==> src/rtl/usb3300_rx_framer.sv <==
`default_nettype none
// ============================================================================
// Module      : usb3300_rx_framer
// Description : Captures ULPI receive traffic from a USB3300 PHY into a small
//               FIFO and streams it to a byte-wide UART transmitter, either as
//               raw bytes or as two ASCII hex characters per byte, with a
//               configurable end-of-packet character.
// Revision    : 1.0 - initial release
// ============================================================================
module usb3300_rx_framer #(
    parameter int         DEPTH       = 16,
    parameter bit         HEX_MODE    = 1'b1,
    parameter bit         CAPTURE_CMD = 1'b0,
    parameter logic [7:0] EOP_CHAR    = 8'h0A
) (
    input  logic                     clk_ext,
    input  logic                     rstn,
    input  logic [7:0]               DATA,
    input  logic                     DIR,
    input  logic                     NXT,
    input  logic                     TiP,
    output logic [7:0]               Tx_data,
    output logic                     send_data,
    output logic [$clog2(DEPTH):0]   fifo_level,
    output logic [7:0]               ovf_cnt,
    output logic [15:0]              pkt_cnt
);

    localparam int c_AW = $clog2(DEPTH);   // pointer width
    localparam int c_LW = c_AW + 1;        // occupancy width
    localparam int c_SW = c_LW + 1;        // free-space arithmetic width

    typedef enum logic [2:0] {
        S_IDLE    = 3'd0,
        S_LOAD    = 3'd1,
        S_SEND_HI = 3'd2,
        S_WAIT_HI = 3'd3,
        S_SEND_LO = 3'd4,
        S_WAIT_LO = 3'd5
    } state_t;

    // ------------------------------------------------------------------
    // Capture side
    // ------------------------------------------------------------------
    logic             r_dir_q;
    logic             r_pkt_active;
    logic             r_eop_pend;
    logic [7:0]       r_ovf;
    logic [15:0]      r_pkt;

    logic             w_rx_cycle;
    logic             w_data;
    logic             w_cmd;
    logic             w_eop_fall;
    logic             w_eop_cmd;
    logic             w_eop_now;
    logic             w_cur_push;
    logic [8:0]       w_cur_entry;

    // The first DIR-high cycle (dir_q still low) is bus turnaround and is
    // never sampled; only cycles with DIR held high carry receive traffic.
    assign w_rx_cycle  = DIR & r_dir_q;
    assign w_data      = w_rx_cycle & NXT;
    assign w_cmd       = w_rx_cycle & ~NXT;
    assign w_eop_fall  = r_pkt_active & ~DIR & r_dir_q;
    assign w_eop_cmd   = r_pkt_active & w_cmd & ~DATA[4];
    // A command byte that ends a packet is itself captured when CAPTURE_CMD
    // is set, so its EOP has to be deferred one cycle into r_eop_pend.
    assign w_eop_now   = w_eop_fall | (w_eop_cmd & ~CAPTURE_CMD);
    assign w_cur_push  = w_data | (w_cmd & CAPTURE_CMD) | w_eop_now;
    assign w_cur_entry = w_eop_now ? 9'h100 : {1'b0, DATA};

    // ------------------------------------------------------------------
    // FIFO: up to two writes per cycle (deferred EOP first, then the
    // current capture) so capture never stalls.
    // ------------------------------------------------------------------
    logic [8:0]       r_mem [DEPTH];
    logic [c_AW-1:0]  r_wr_ptr;
    logic [c_AW-1:0]  r_rd_ptr;
    logic [c_LW-1:0]  r_level;

    logic             w_pop;
    logic [c_SW-1:0]  w_space;
    logic             w_has1;
    logic             w_has2;
    logic             w_req_a;
    logic             w_req_b;
    logic [8:0]       w_ent_a;
    logic             w_ok_a;
    logic             w_ok_b;
    logic [1:0]       w_n_wr;
    logic [1:0]       w_n_drop;
    logic [8:0]       w_ovf_sum;
    logic [8:0]       w_rd_entry;

    assign w_space    = c_SW'(DEPTH) - c_SW'(r_level) + c_SW'(w_pop);
    assign w_has1     = (w_space != '0);
    assign w_has2     = (w_space[c_SW-1:1] != '0);
    assign w_req_a    = r_eop_pend | w_cur_push;
    assign w_req_b    = r_eop_pend & w_cur_push;
    assign w_ent_a    = r_eop_pend ? 9'h100 : w_cur_entry;
    assign w_ok_a     = w_req_a & w_has1;
    assign w_ok_b     = w_req_b & w_has2;
    assign w_n_wr     = {1'b0, w_ok_a} + {1'b0, w_ok_b};
    assign w_n_drop   = {1'b0, w_req_a & ~w_ok_a} + {1'b0, w_req_b & ~w_ok_b};
    assign w_ovf_sum  = {1'b0, r_ovf} + {7'd0, w_n_drop};
    assign w_rd_entry = r_mem[r_rd_ptr];

    // Capture state, packet counter and overflow counter
    always_ff @(posedge clk_ext) begin
        if (!rstn) begin
            r_dir_q      <= 1'b0;
            r_pkt_active <= 1'b0;
            r_eop_pend   <= 1'b0;
            r_ovf        <= 8'd0;
            r_pkt        <= 16'd0;
        end else begin
            r_dir_q    <= DIR;
            r_eop_pend <= w_eop_cmd & CAPTURE_CMD;
            if (w_eop_fall | w_eop_cmd) begin
                r_pkt_active <= 1'b0;
                r_pkt        <= r_pkt + 16'd1;
            end else if (w_data) begin
                r_pkt_active <= 1'b1;
            end
            r_ovf <= w_ovf_sum[8] ? 8'hFF : w_ovf_sum[7:0];
        end
    end

    // FIFO storage writes (no reset: contents are qualified by the pointers)
    always_ff @(posedge clk_ext) begin
        if (w_ok_a) begin
            r_mem[r_wr_ptr] <= w_ent_a;
        end
        if (w_ok_b) begin
            r_mem[r_wr_ptr + c_AW'(1)] <= w_cur_entry;
        end
    end

    // FIFO pointers and occupancy
    always_ff @(posedge clk_ext) begin
        if (!rstn) begin
            r_wr_ptr <= '0;
            r_rd_ptr <= '0;
            r_level  <= '0;
        end else begin
            r_wr_ptr <= r_wr_ptr + c_AW'(w_n_wr);
            if (w_pop) begin
                r_rd_ptr <= r_rd_ptr + c_AW'(1);
            end
            r_level <= r_level + c_LW'(w_n_wr) - c_LW'(w_pop);
        end
    end

    // ------------------------------------------------------------------
    // Output side
    // ------------------------------------------------------------------
    function automatic logic [7:0] hex_char(input logic [3:0] nib);
        return (nib < 4'd10) ? (8'h30 + {4'h0, nib}) : (8'h37 + {4'h0, nib});
    endfunction

    state_t      r_state;
    state_t      w_next;
    logic [8:0]  r_hold;
    logic [7:0]  r_tx;
    logic        r_seen;
    logic [9:0]  r_timer;
    logic [7:0]  w_tx_first;

    assign w_pop      = (r_state == S_LOAD);
    assign w_tx_first = w_rd_entry[8] ? EOP_CHAR
                      : (HEX_MODE ? hex_char(w_rd_entry[7:4]) : w_rd_entry[7:0]);

    // Next-state and start-pulse decode; the pulse is held off while TiP
    // is high so the UART is never started mid-character.
    always_comb begin
        w_next    = r_state;
        send_data = 1'b0;
        case (r_state)
            S_IDLE: begin
                if ((r_level != '0) && !TiP) begin
                    w_next = S_LOAD;
                end
            end
            S_LOAD: begin
                w_next = S_SEND_HI;
            end
            S_SEND_HI: begin
                if (!TiP) begin
                    send_data = 1'b1;
                    w_next    = S_WAIT_HI;
                end
            end
            S_WAIT_HI: begin
                if (r_seen && !TiP) begin
                    w_next = (HEX_MODE && !r_hold[8]) ? S_SEND_LO : S_IDLE;
                end else if (!r_seen && !TiP && (r_timer == 10'h3FF)) begin
                    w_next = S_SEND_HI;
                end
            end
            S_SEND_LO: begin
                if (!TiP) begin
                    send_data = 1'b1;
                    w_next    = S_WAIT_LO;
                end
            end
            S_WAIT_LO: begin
                if (r_seen && !TiP) begin
                    w_next = S_IDLE;
                end else if (!r_seen && !TiP && (r_timer == 10'h3FF)) begin
                    w_next = S_SEND_LO;
                end
            end
            default: begin
                w_next = S_IDLE;
            end
        endcase
    end

    // State register, holding register, UART byte and handshake timer
    always_ff @(posedge clk_ext) begin
        if (!rstn) begin
            r_state <= S_IDLE;
            r_hold  <= 9'd0;
            r_tx    <= 8'h00;
            r_seen  <= 1'b0;
            r_timer <= 10'd0;
        end else begin
            r_state <= w_next;
            case (r_state)
                S_LOAD: begin
                    r_hold <= w_rd_entry;
                    r_tx   <= w_tx_first;
                end
                S_SEND_HI, S_SEND_LO: begin
                    r_seen  <= 1'b0;
                    r_timer <= 10'd0;
                end
                S_WAIT_HI, S_WAIT_LO: begin
                    if (TiP) begin
                        r_seen <= 1'b1;
                    end else if (!r_seen) begin
                        r_timer <= r_timer + 10'd1;
                    end
                end
                default: begin
                end
            endcase
            if ((r_state == S_WAIT_HI) && (w_next == S_SEND_LO)) begin
                r_tx <= hex_char(r_hold[3:0]);
            end
        end
    end

    assign Tx_data    = r_tx;
    assign fifo_level = r_level;
    assign ovf_cnt    = r_ovf;
    assign pkt_cnt    = r_pkt;

endmodule
`default_nettype wire

==> config.mk <==
export PLATFORM = sky130hd
export DESIGN_NAME = usb3300_rx_framer
export DESIGN_NICKNAME = d
export VERILOG_FILES = /design/src/rtl/usb3300_rx_framer.sv
export SDC_FILE = /design/constraint.sdc
export NUM_CORES = 1
export LEC_CHECK = 0
export ABC_AREA = 1
export CAP_MARGIN = 0
export CELL_PAD_IN_SITES_DETAIL_PLACEMENT = 1
export CELL_PAD_IN_SITES_GLOBAL_PLACEMENT = 1
export CORE_MARGIN = 2
export CORE_UTILIZATION = 51
export DETAILED_ROUTE_END_ITERATION = 6
export PLACE_DENSITY_LB_ADDON = 0.1
export SETUP_SLACK_MARGIN = 0.05
export SKIP_CTS_REPAIR_TIMING = 1
export SLEW_MARGIN = 20
export SYNTH_ARGS = -nofsm -noshare
export SYNTH_HDL_FRONTEND = slang
export SYNTH_SLANG_ARGS = --single-unit
export TNS_END_PERCENT = 5
==> constraint.sdc <==
create_clock -name clk_ext -period 7 [get_ports clk_ext]
set_input_delay 1.4 -clock clk_ext [delete_from_list [all_inputs] [get_ports clk_ext]]
set_output_delay 1.4 -clock clk_ext [all_outputs]
set_load 0.01 [all_outputs]
==> flow_summary.toml, run 1 <==
[outcome]
status = "finished, final reports clean"

[grt]
grt_max_degree = 76
grt_pass1_vias = 7318
antenna_found_initial = 0
grt_pass1_wl_um = 40100
groute.usage.overall_pct = 26.4
grt-ovfl-total = 0

[detailed_routing]
drt-total-wl_um = 25600
drtIter0Drc = 564
ant_nets = 0
dr.pass1.iters = 5
vias = 7075
vias_per_cell = 5.74
wire_per_inst_um = 20.8
post-route-drc-count = 0

[setup_path]
crit_path_start_kind = "primary input"
worstSetupStartpoint = "TiP"
slowest_stage = "clkdlybuf4s50_1"
worst-endpoint-arrival_ns = 2.70
crit_type = "primary input to output port"
cp.required_ns = 5.60
end_kind = "output port"
path_cells = "clkdlybuf4s50_1 > nor2_1 > nand2_1 > nor2_1 > clkdlybuf4s50_1"
r2r-start = "r_state[1]"
cp_max_fo = 4
crit_path_max_incr_delay_ns = 0.53

[synth]
synth_most_common_cell = "edfxtp_1"
synthTopCellsByCount = "144 x edfxtp_1, 136 x nor2_1, 113 x nand2_1"
synth_top_family_by_area = "simple AND/OR/NAND/NOR gates"
syn_area_per_cell_um2 = 9.92
ys_seq_area_share_pct = 61.4
synthTopCellsByArea = "edfxtp_1 47%, dfxtp_1 15%, nor2_1 5.5%, nand2_1 4.6%, inv_1 4.2%"
synth_edf_count = 144
synth_mux_area_share_pct = 0
syn_inst = 936
synthXorXnorAreaFrac_pct = 0.566
synth-simple-area-share_pct = 17.0
synth_top_area_share_pct = 46.6
synth_flop_cell = "edfxtp_1"
yosysWarnings = 0
ys_async_sr_fraction_pct = 0
yosysTopAreaCell = "edfxtp_1"
ys_ff_latch = 213
synthAdderAreaFrac_pct = 2.78
synth.cell_area_um2 = 9290
synth_cell_types = 49
syn_nets = 969
synth-compound-area-share_pct = 11.4

[sta]
rsz0062_at_grt = "no"
hold_viol = 0
setup_viol = 0
max_slew_margin_pct = 34.2
min_period_over_period_pct = 58.6
fmax_mhz = 244
tightest_slew_ns = 0.981
drv_slew = 0
skew_ns = 0.0140
finalCriticalPeriod_ns = 4.10
setup-tns-final_ns = 0

[layout]
fin_nets = 1019
multi_input_area_um2 = 2960
layout-drive-gt1-share_pct = 7.88
regArea_um2 = 5710
n_antenna_cell = 0
fillCellCount = 1992
area_growth_pct = 14.8
fin_cells = 1232

[die]
design.die.area_um2 = 19300
die_width_um = 139
core_um2 = 17900
die_h_um = 139
rows = 49
start_util_pct = 51.9
pin_count = 51

[clock_network]
clock_latency_ns = 0.51
cts_made_buffers = 23
cts-root-buf = "clkbuf_16"
clk_pin_slew_worst_paths_ns = 0.06
h-tree-depth = 1
cts_buffer_depth = 3
cts_tree = "done"
clock_sinks = 213

[place]
gp_congestion = 0.835
portBuffers = 49
hpwl_um = 16800
dp_cells = 1190

[pwr]
irDropWorstVdd_v = 0.000208
power.leakage_nw = 3.98
powerDensity_nw_per_um2 = 305

[hold_path]
hold_class = "register to register"
worstHoldStart = "r_timer[9]"

[job]
drv_cap = 0
registers in the layout, indices dropped and copies added (netlist names), named ones only:
register,flops
r_timer,10
r_pkt_active,1
Tx_data,7
r_wr_ptr,4
r_dir_q,1
r_hold,5
r_state,3
pkt_cnt,16
ovf_cnt,8
r_mem,144
fifo_level,5
r_seen,1
r_rd_ptr,4
through the flow:
stage	instance area [µm²]	worst slack [ns]	hold WS (ns)	util, %	power, mW
after floorplan	9290	3.71	0.428	-	1.89
after global placement	9950	2.77	0.448	55.6	2.08
after detailed placement	9950	2.52	0.450	55.6	2.12
after CTS	10700	2.89	0.462	59.5	3.26
after global routing	10700	2.65	0.483	59.6	3.39
final	10700	2.90	0.466	59.6	3.25
power breakdown:
group	internal, mW	switching, mW	leakage, nW	total [mW]
registers	1.38	0.0357	1.86	1.42
clock network	0.670	0.476	0.349	1.15
logic	0.223	0.463	1.77	0.686
cells by family (layout without fill, tap and decap cells):
| logic type | Yosys count | after routing |
|---|---|---|
| adders and majority gates | 20 | 20 |
| DFF | 213 | 213 |
| xor gates and xnor gates | 6 | 6 |
| other | 1 | 1 |
| AOI/OAI and AO/OA | 189 | 189 |
| and+or+nand+nor | 357 | 357 |
| buffers and inverters | 150 | 217 |
routing by layer:
metal | GRT usage (%) | routed length (µm)
met2 | 45.3 | 12800
met4 | 6.75 | 573
met5 | 0 | 0
met1 | 35.4 | 11000
met3 | 3.87 | 1260
cell type report:
cell class	instances	area share, %
sequential	213	53.5
multi-input combinational	573	27.8
clock buffer	35	6.03
timing repair buffer	60	5.37
inverter	115	4.05
tap	229	2.69
clock inverter	7	0.575
critical path, delay by kind of cell:
| family | cells | cell delay (ns) |
|---|---|---|
| AND/OR/NAND/NOR | 3 | 0.29 |
| buffers and inverters | 2 | 1.01 |
final timing paths:
path / endpoint / slack (ns) / cells after the start
worst max-delay path: send_data / 2.90 / 5
worst min-delay path: r_timer[9] / 0.47 / 1
worst max register to register: fifo_level[4] / 2.99 / 19
worst min register to register: r_timer[9] / 0.47 / 1
layout by cell type (no fill, tap or decap), drive strengths merged, types with 3 or more instances in the layout:
master         instances
o211ai                 6
clkbuf                35
nand4                  3
o21bai                 4
edfxtp               144
a31oi                  7
nor2                 147
clkinv                 8
ha                    19
nor3                  18
nor3b                  5
nand3                 62
nand2                120
o21ai                 91
clkdlybuf4s50         49
a211oi                 3
inv                  113
dfxtp                 69
xor2                   4
buf                   11
a21oi                 50
o22ai                 17
Note: power is estimated with default switching activity, not from simulation.
==> run 2, diff against run 1 <==
--- a/config.mk
+++ b/config.mk
@@ -10,7 +10,7 @@
 export CELL_PAD_IN_SITES_DETAIL_PLACEMENT = 1
 export CELL_PAD_IN_SITES_GLOBAL_PLACEMENT = 1
 export CORE_MARGIN = 2
-export CORE_UTILIZATION = 51
+export CORE_UTILIZATION = 47
 export DETAILED_ROUTE_END_ITERATION = 6
 export PLACE_DENSITY_LB_ADDON = 0.1
 export SETUP_SLACK_MARGIN = 0.05
==> constraint.sdc (replaced) <==
create_clock -name clk_ext -period 4.02 [get_ports clk_ext]
set_input_delay 0.804 -clock clk_ext [delete_from_list [all_inputs] [get_ports clk_ext]]
set_output_delay 0.804 -clock clk_ext [all_outputs]
set_load 0.01 [all_outputs]
==> flow_summary.toml, run 2 (same netlist as run 1, synthesis figures left out) <==
[sta]
skew_ns = 0.00950
finalCriticalPeriod_ns = 3.56
rsz0062_at_grt = "no"
drv_slew = 0
setup-tns-final_ns = 0
max_slew_margin_pct = 32.4
whs_ns = 0.458
fmax_mhz = 281
min_period_over_period_pct = 88.4
tightest_slew_ns = 1.01
hold_viol = 0
setup_viol = 0

[detailed_routing]
dr.pass1.iters = 4
post-route-drc-count = 0
ant_nets = 0
vias = 6963
drt-total-wl_um = 23800
vias_per_cell = 5.40
drtIter0Drc = 459
wire_per_inst_um = 18.5

[layout]
fin_nets = 1039
n_antenna_cell = 0
final_common_cell = "edfxtp_1"
top_register = "r_mem"
largest_register_ff_count = 144
area_growth_pct = 17.7
final_cell_mix = "144 x edfxtp_1, 136 x nor2_1, 113 x nand2_1"
fin_cells = 1289
layout-drive-gt1-share_pct = 9.67

[die]
die_width_um = 145
pin_count = 51
rows = 51
design.die.area_um2 = 20900
core_um2 = 19400
die_h_um = 145
start_util_pct = 47.9

[setup_path]
end_kind = "register"
worst-endpoint-arrival_ns = 3.96
cp_max_fo = 15
crit_path_max_incr_delay_ns = 0.41
cp_common_cell = "inv_1"
cp.required_ns = 4.42
slowest_stage = "dfxtp_1"
crit_path_start_kind = "register"
crit_type = "register to register"
path_cells = "nor2_2 > inv_1 > nor2_2 > inv_1 > ha_1 > inv_1 > ha_1 > nor3b_1 > nand3_1 > o21ai_0 > ha_1 > inv_1 > ha_1 > inv_1 > fa_1 > o21bai_1 > a21oi_1 > o21ai_0 > a21oi_1"

[place]
portBuffers = 49
dp_cells = 1245
gp_congestion = 0.785
hpwl_um = 15000

[grt]
groute.usage.overall_pct = 23.3
grt_pass1_wl_um = 37400
grt-ovfl-total = 0
antenna_found_initial = 0
grt_max_degree = 76
grt_pass1_vias = 7198

[job]
drv_cap = 0

[pwr]
power.leakage_nw = 4.13
irDropWorstVdd_v = 0.000315
powerDensity_nw_per_um2 = 530

[clock_network]
cts-root-buf = "clkbuf_16"
cts_buffer_depth = 3
cts_tree = "done"
clk_pin_slew_worst_paths_ns = 0.06
clock_sinks = 213
h-tree-depth = 1
clock_latency_ns = 0.52
cts_made_buffers = 24

[hold_path]
hold_class = "register to register"

[outcome]
status = "finished, final reports clean"
==> run 2: per-stage QoR <==
stage	power, mW	setup WS, ns	area [µm²]	util, %
floorplan	3.28	0.725	9290	-
global placement	3.59	0.660	10100	52.2
detailed placement	3.63	0.427	10100	52.2
CTS	5.84	0.387	10900	56.3
global route	6.06	0.125	10900	56.3
finish	5.79	0.465	10900	56.3
==> run 2: where the power goes <==
part	leakage [nW]	switching [mW]	total [mW]	internal [mW]
clock	0.392	0.867	2.21	1.34
sequential	1.86	0.0603	2.47	2.41
combinational	1.88	0.724	1.12	0.394
total	4.13	1.65	5.79	4.14
==> run 2: final timing paths <==
kind	endpoint	cells after the start	from	slack [ns]
max	fifo_level[4]	19	r_state[2]	0.46
max reg2reg	fifo_level[4]	19	r_state[2]	0.46
min reg2reg	r_timer[9]	1	r_timer[9]	0.46
min	r_timer[9]	1	r_timer[9]	0.46
==> run 2: area by class of cell <==
type / instances / area, µm²
multi-input combinational: 573 / 2950
tap: 265 / 332
inverter: 115 / 432
clock buffer: 29 / 651
sequential: 213 / 5710
timing repair buffer: 79 / 716
fill: 2187 / 8470
clock inverter: 15 / 145
==> run 2: worst max-delay path: cells and delay by family, from the launching register on <==
| kind | cells | cell delay (ns) |
|---|---|---|
| AOI/OAI and AO/OA | 5 | 0.60 |
| DFF | 1 | 0.41 |
| buffers and inverters | 5 | 0.61 |
| adders and majority gates | 5 | 1.32 |
| and+or+nand+nor | 4 | 0.52 |
==> run 2: per-layer routing <==
metal  vias up  global-route usage, %  part of all wire [%]  wire [µm]
li1       3329                      -                     -          -
met1      3477                   29.8                    43      10300
met2       124                   40.8                    50      11900
met3        33                   3.05                   4.0        951
met4         0                   8.18                   2.4        568
met5         -                      0                     0          0
==> RTL change 1: new RTL, config.mk and constraints of run 2 <==
Register the output `Tx_data` once more, cleared by the reset; this adds one clock of latency there. The other outputs are not delayed to match.
--- a/src/rtl/usb3300_rx_framer.sv
+++ b/src/rtl/usb3300_rx_framer.sv
@@ -253,5 +253,11 @@
     end
 
-    assign Tx_data    = r_tx;
+    always_ff @(posedge clk_ext) begin
+        if (!rstn) begin
+            Tx_data <= '0;
+        end else begin
+            Tx_data <= r_tx;
+        end
+    end
     assign fifo_level = r_level;
     assign ovf_cnt    = r_ovf;
Formal check against the unedited RTL: not equivalent (a bounded check fails within 10 cycles, from zero or initial values and one cycle with rstn low).
==> RTL change 1 against run 2 <==
Hold slack got worse by 0.029 ns; global-route usage fell by 0.67 points; total power rose by 2.6%; routed wire length rose by 0.45%; worst setup slack improved by 0.098 ns; synthesized cell count rose by 3.2%; non-clock buffer count rose by 5; sequential cell count rose by 7; first-iteration DRC count rose by 1.1%; die area rose by 2.2%; synthesized area rose by 2.2%; critical path depth did not move; final area rose by 1.5%; largest cell class unchanged; largest power group unchanged.
==> RTL change 1: results (changes against run 2) <==
clk_path_buf_depth: 3  # unchanged
status: "completed"
clock-root-buffer: "clkbuf_16"
grt_use_total: 0.2264  # -0.006673
grt_pass1_wl_um: 38490  # +2.9%
worst_slew_pin_slew_ns: 1.017  # +0.006671 ns
firstDrtPassIters: 5  # +1
grt_pass1_vias: 7156  # -0.58%
critPathArrivalTime_ns: 3.86  # -0.10 ns
num-nets-final: 1072  # +3.2%
synth_common_cells: "144 x edfxtp_1, 134 x nor2_1, 127 x nand2_1, 123 x inv_1, 87 x o21ai_0"
drive_above_1_share: 0.08626  # -0.01042
io_buffer_count: 49  # unchanged
ys_dominant_reg_cell: "edfxtp_1"
cp_max_fo: 6  # -9
die_w_um: 146.1  # +1.1%
synth.distinct_cells: 50  # +2.0%
yosysWarningCount: 0  # unchanged
routed_wl_um: 23890  # +0.45%
syn-num-nets: 999  # +3.1%
synthTopCellsByArea: "edfxtp_1 46%, dfxtp_1 16%, nor2_1 5.3%"
antenna_found_initial: 0  # unchanged
synth_seq_area_share: 0.6157  # +0.001319
gp_congestion: 0.8028  # +2.3%
vias: 6991  # +0.40%
synth_edf_count: 144  # unchanged
grt_max_degree: 77  # +1.3%
antenna_cells: 0  # unchanged
nFillCells: 2228  # +1.9%
pre_cts_ws_ns: 0.4494  # +0.02219 ns
ir_drop_uv: 417.6  # +33%
drt_iter0_markers: 464  # +1.1%
path_clk_slew_ns: 0.06  # about the same
top_register: "r_mem"
leakagePower_nw: 4.301  # +4.2%
cts_buffers: 23  # -4.2%
clock_skew_ns: 0.01477  # +0.005273 ns
min_path_type: "reg -> reg"
dp_hpwl_um: 15350  # +2.5%
==> RTL change 1: cell types whose count changed after synthesis, moves of 4 or more <==
cell	change
buf_2	-4
buf_4	+5
buf_6	-4
dfxtp_1	+7
inv_1	+19
nand2_1	+14
nor2_2	-6
nor3_1	-6
o211ai_1	+4
o21ai_0	+16
o21ai_1	-12
==> RTL change 1: kinds of logic after synthesis <==
family          synth area share
compound gates            0.1114
xor+xnor                0.008302
fa+ha+maj                0.02715
buf+inv                  0.07222
flops                     0.6157
other cells            0.0003950
simple gates              0.1649
==> RTL change 1: path summary, 6_finish.rpt <==
| path | startpoint | end | slack [ns] | cells after the start |
|---|---|---|---|---|
| setup / recovery | r_state[0]$_SDFF_PN0_ | fifo_level[4]$_SDFF_PN0_ | 0.56 | 19 |
| hold / removal | r_tx[4]$_SDFFE_PN0P_ | Tx_data[4]$_SDFF_PN0_ | 0.43 | 2 |
| setup reg to reg | r_state[0]$_SDFF_PN0_ | fifo_level[4]$_SDFF_PN0_ | 0.56 | 19 |
| hold reg to reg | r_tx[4]$_SDFFE_PN0P_ | Tx_data[4]$_SDFF_PN0_ | 0.43 | 2 |
==> RTL change 1: metal layers <==
| metal | part of all wire | global-route usage |
|---|---|---|
| met1 | 0.45 | 0.3175 |
| met3 | 0.050 | 0.03438 |
| met5 | 0 | 0 |
| met2 | 0.48 | 0.3790 |
| met4 | 0.017 | 0.04320 |
==> RTL change 1: critical path, stage by stage, from the launching register on <==
cell and delay (ns):
dfxtp_1 0.40, nand2_1 0.09, nor2_2 0.11, clkinv_1 0.10
ha_1 0.18, inv_1 0.08, ha_1 0.20, o21ai_0 0.09
a2111oi_0 0.34, o21ai_1 0.18, o21ai_0 0.17, ha_1 0.30
inv_1 0.06, ha_1 0.16, inv_1 0.06, fa_1 0.40
o21bai_1 0.14, a21oi_1 0.09, o21ai_0 0.16, a21oi_1 0.06
==> RTL change 1: stage by stage <==
stage	util	instance area, um2	std cells	hold slack, ns
2_1_floorplan	-	9494	966	0.3996
3_3_place_gp	0.5286	10390	1279	0.4120
3_5_place_dp	0.5286	10390	1279	0.4246
4_1_cts	0.5642	11090	1320	0.4343
5_1_grt	0.5642	11090	1320	0.4459
6_report	0.5642	11090	1320	0.4285
==> RTL change 1: power breakdown <==
group / switching (mW) / internal [mW]
combinational: 0.886 / 0.473
sequential: 0.0697 / 2.51
clock: 0.850 / 1.16
total: 1.81 / 4.14
==> RTL change 1: final cells by class <==
cell class,instances,area (um2),area share
flip-flops and latches,220,5847,0.5273
inverters,132,495.5,0.04469
multi-input cells,578,2963,0.2672
well taps,265,331.6,0.02990
repair buffers,84,753.2,0.06793
clock inverters,8,65.06,0.005868
clock buffers,33,633.1,0.05710
==> RTL change 2: new RTL, config.mk and constraints of run 2 <==
Made on the original files. `CAPTURE_CMD`: 1'b0 -> 1'b1.
--- a/src/rtl/usb3300_rx_framer.sv
+++ b/src/rtl/usb3300_rx_framer.sv
@@ -11,5 +11,5 @@
     parameter int         DEPTH       = 16,
     parameter bit         HEX_MODE    = 1'b1,
-    parameter bit         CAPTURE_CMD = 1'b0,
+    parameter bit         CAPTURE_CMD = 1'b1,
     parameter logic [7:0] EOP_CHAR    = 8'h0A
 ) (
Function: changed (Yosys sat finds a counterexample within 4 cycles, from zero or initial values and one cycle with rstn low).
==> RTL change 2 against run 2 <==
Utilization fell by 1.3 points; non-clock buffer count rose by 3; routed wire length rose by 23%; sequential cell count rose by 1; sequential share of layout area fell by 4.2 points; final area rose by 9.2%; worst setup slack got worse by 0.16 ns; first-iteration DRC count rose by 5.9%; total power rose by 10%; clock power fell by 5%; synthesized area rose by 11%.
==> RTL change 2: results (changes against run 2) <==
firstDrtPassIters: 5  # +1
multi_input_gates: 757  # +32%
wirelength_met1_um: 12870  # +25%
pwr.group.clock_mw: 2.09  # -5%
clock_skew_ns: 0.01279  # +0.003290 ns
synth.distinct_cells: 45  # -8.2%
drt_iter0_markers: 486  # +5.9%
leakagePower_nw: 4.636  # +12%
dp_cells: 1490  # +20%
use_met3: 0.03498  # +0.004519
clock_buffers: 36  # +24%
grt_pass1_vias: 8782  # +22%
seq_share: 0.4802  # -0.04203
whs_endpoint: "pkt_cnt[10]$_SDFFE_PN0P_"
min_path_cells: 2  # +1
max_stage_delay_ns: 0.35  # -0.06 ns
numSequentialCells: 214  # +0.47%
vias: 8330  # +20%
hp-start: "pkt_cnt[10]$_SDFFE_PN0P_"
synth_common_cells: "255 x nor2_1, 145 x nand2_1, 144 x edfxtp_1, 144 x inv_1, 70 x dfxtp_1"
routed_wl_um: 29260  # +23%
wl_met3_um: 1365  # +44%
multiInputGateArea_um2: 3775  # +28%
vias_per_cell: 5.434  # +0.59%
gp_congestion: 0.8137  # +3.7%
synth.avg_cell_area_um2: 8.772  # -12%
drive_above_1_share: 0.1006  # +0.003879
slew_headroom: 0.4315  # +0.1075
min_period_ns: 3.718  # +0.1626 ns
switching_share: 0.3324  # +0.04722
status: "completed"
met2_usage: 0.4393  # +0.03146
==> RTL change 2: critical path, delay by kind of cell (launching register included) <==
family / cells / cell delay, ns
buffers and inverters: 7 / 0.43
AO/OA/AOI/OAI: 4 / 0.49
adder cells (fa/ha/maj): 6 / 1.52
AND/OR/NAND/NOR: 4 / 0.80
flip-flops: 1 / 0.34
==> RTL change 2: stage by stage <==
step | TNS [ns] | power [mW] | util | hold slack, ns | area, um2
floorplan | 0 | 3.742 | - | 0.4503 | 10370
global route | -0.01592 | 6.730 | 0.5500 | 0.5123 | 11930
finish | 0 | 6.382 | 0.5500 | 0.4793 | 11930
global placement | 0 | 4.243 | 0.5148 | 0.4635 | 11160
CTS | 0 | 6.384 | 0.5489 | 0.4818 | 11910
detailed placement | 0 | 4.293 | 0.5148 | 0.4717 | 11160
==> RTL change 2: how the worst max path moves through the flow <==
stage                                startpoint                       end  cells past startpoint
after CTS                 r_state[0]$_SDFF_PN0_  fifo_level[4]$_SDFF_PN0_                     21
after detailed placement  r_state[0]$_SDFF_PN0_  fifo_level[4]$_SDFF_PN0_                     21
after global routing      r_state[0]$_SDFF_PN0_  fifo_level[4]$_SDFF_PN0_                     21
after floorplan           r_state[0]$_SDFF_PN0_  fifo_level[4]$_SDFF_PN0_                     23
final                     r_state[0]$_SDFF_PN0_  fifo_level[4]$_SDFF_PN0_                     21
after global placement    r_state[0]$_SDFF_PN0_  fifo_level[4]$_SDFF_PN0_                     21
==> RTL change 2: cell families after synthesis <==
group,count (synthesis),share of synthesized area
buf+inv,208,0.08347
compound gates,204,0.1140
xor+xnor,10,0.008469
fa+ha+maj,22,0.02879
simple gates,520,0.2113
other cells,1,0.0003626
flops,214,0.5536
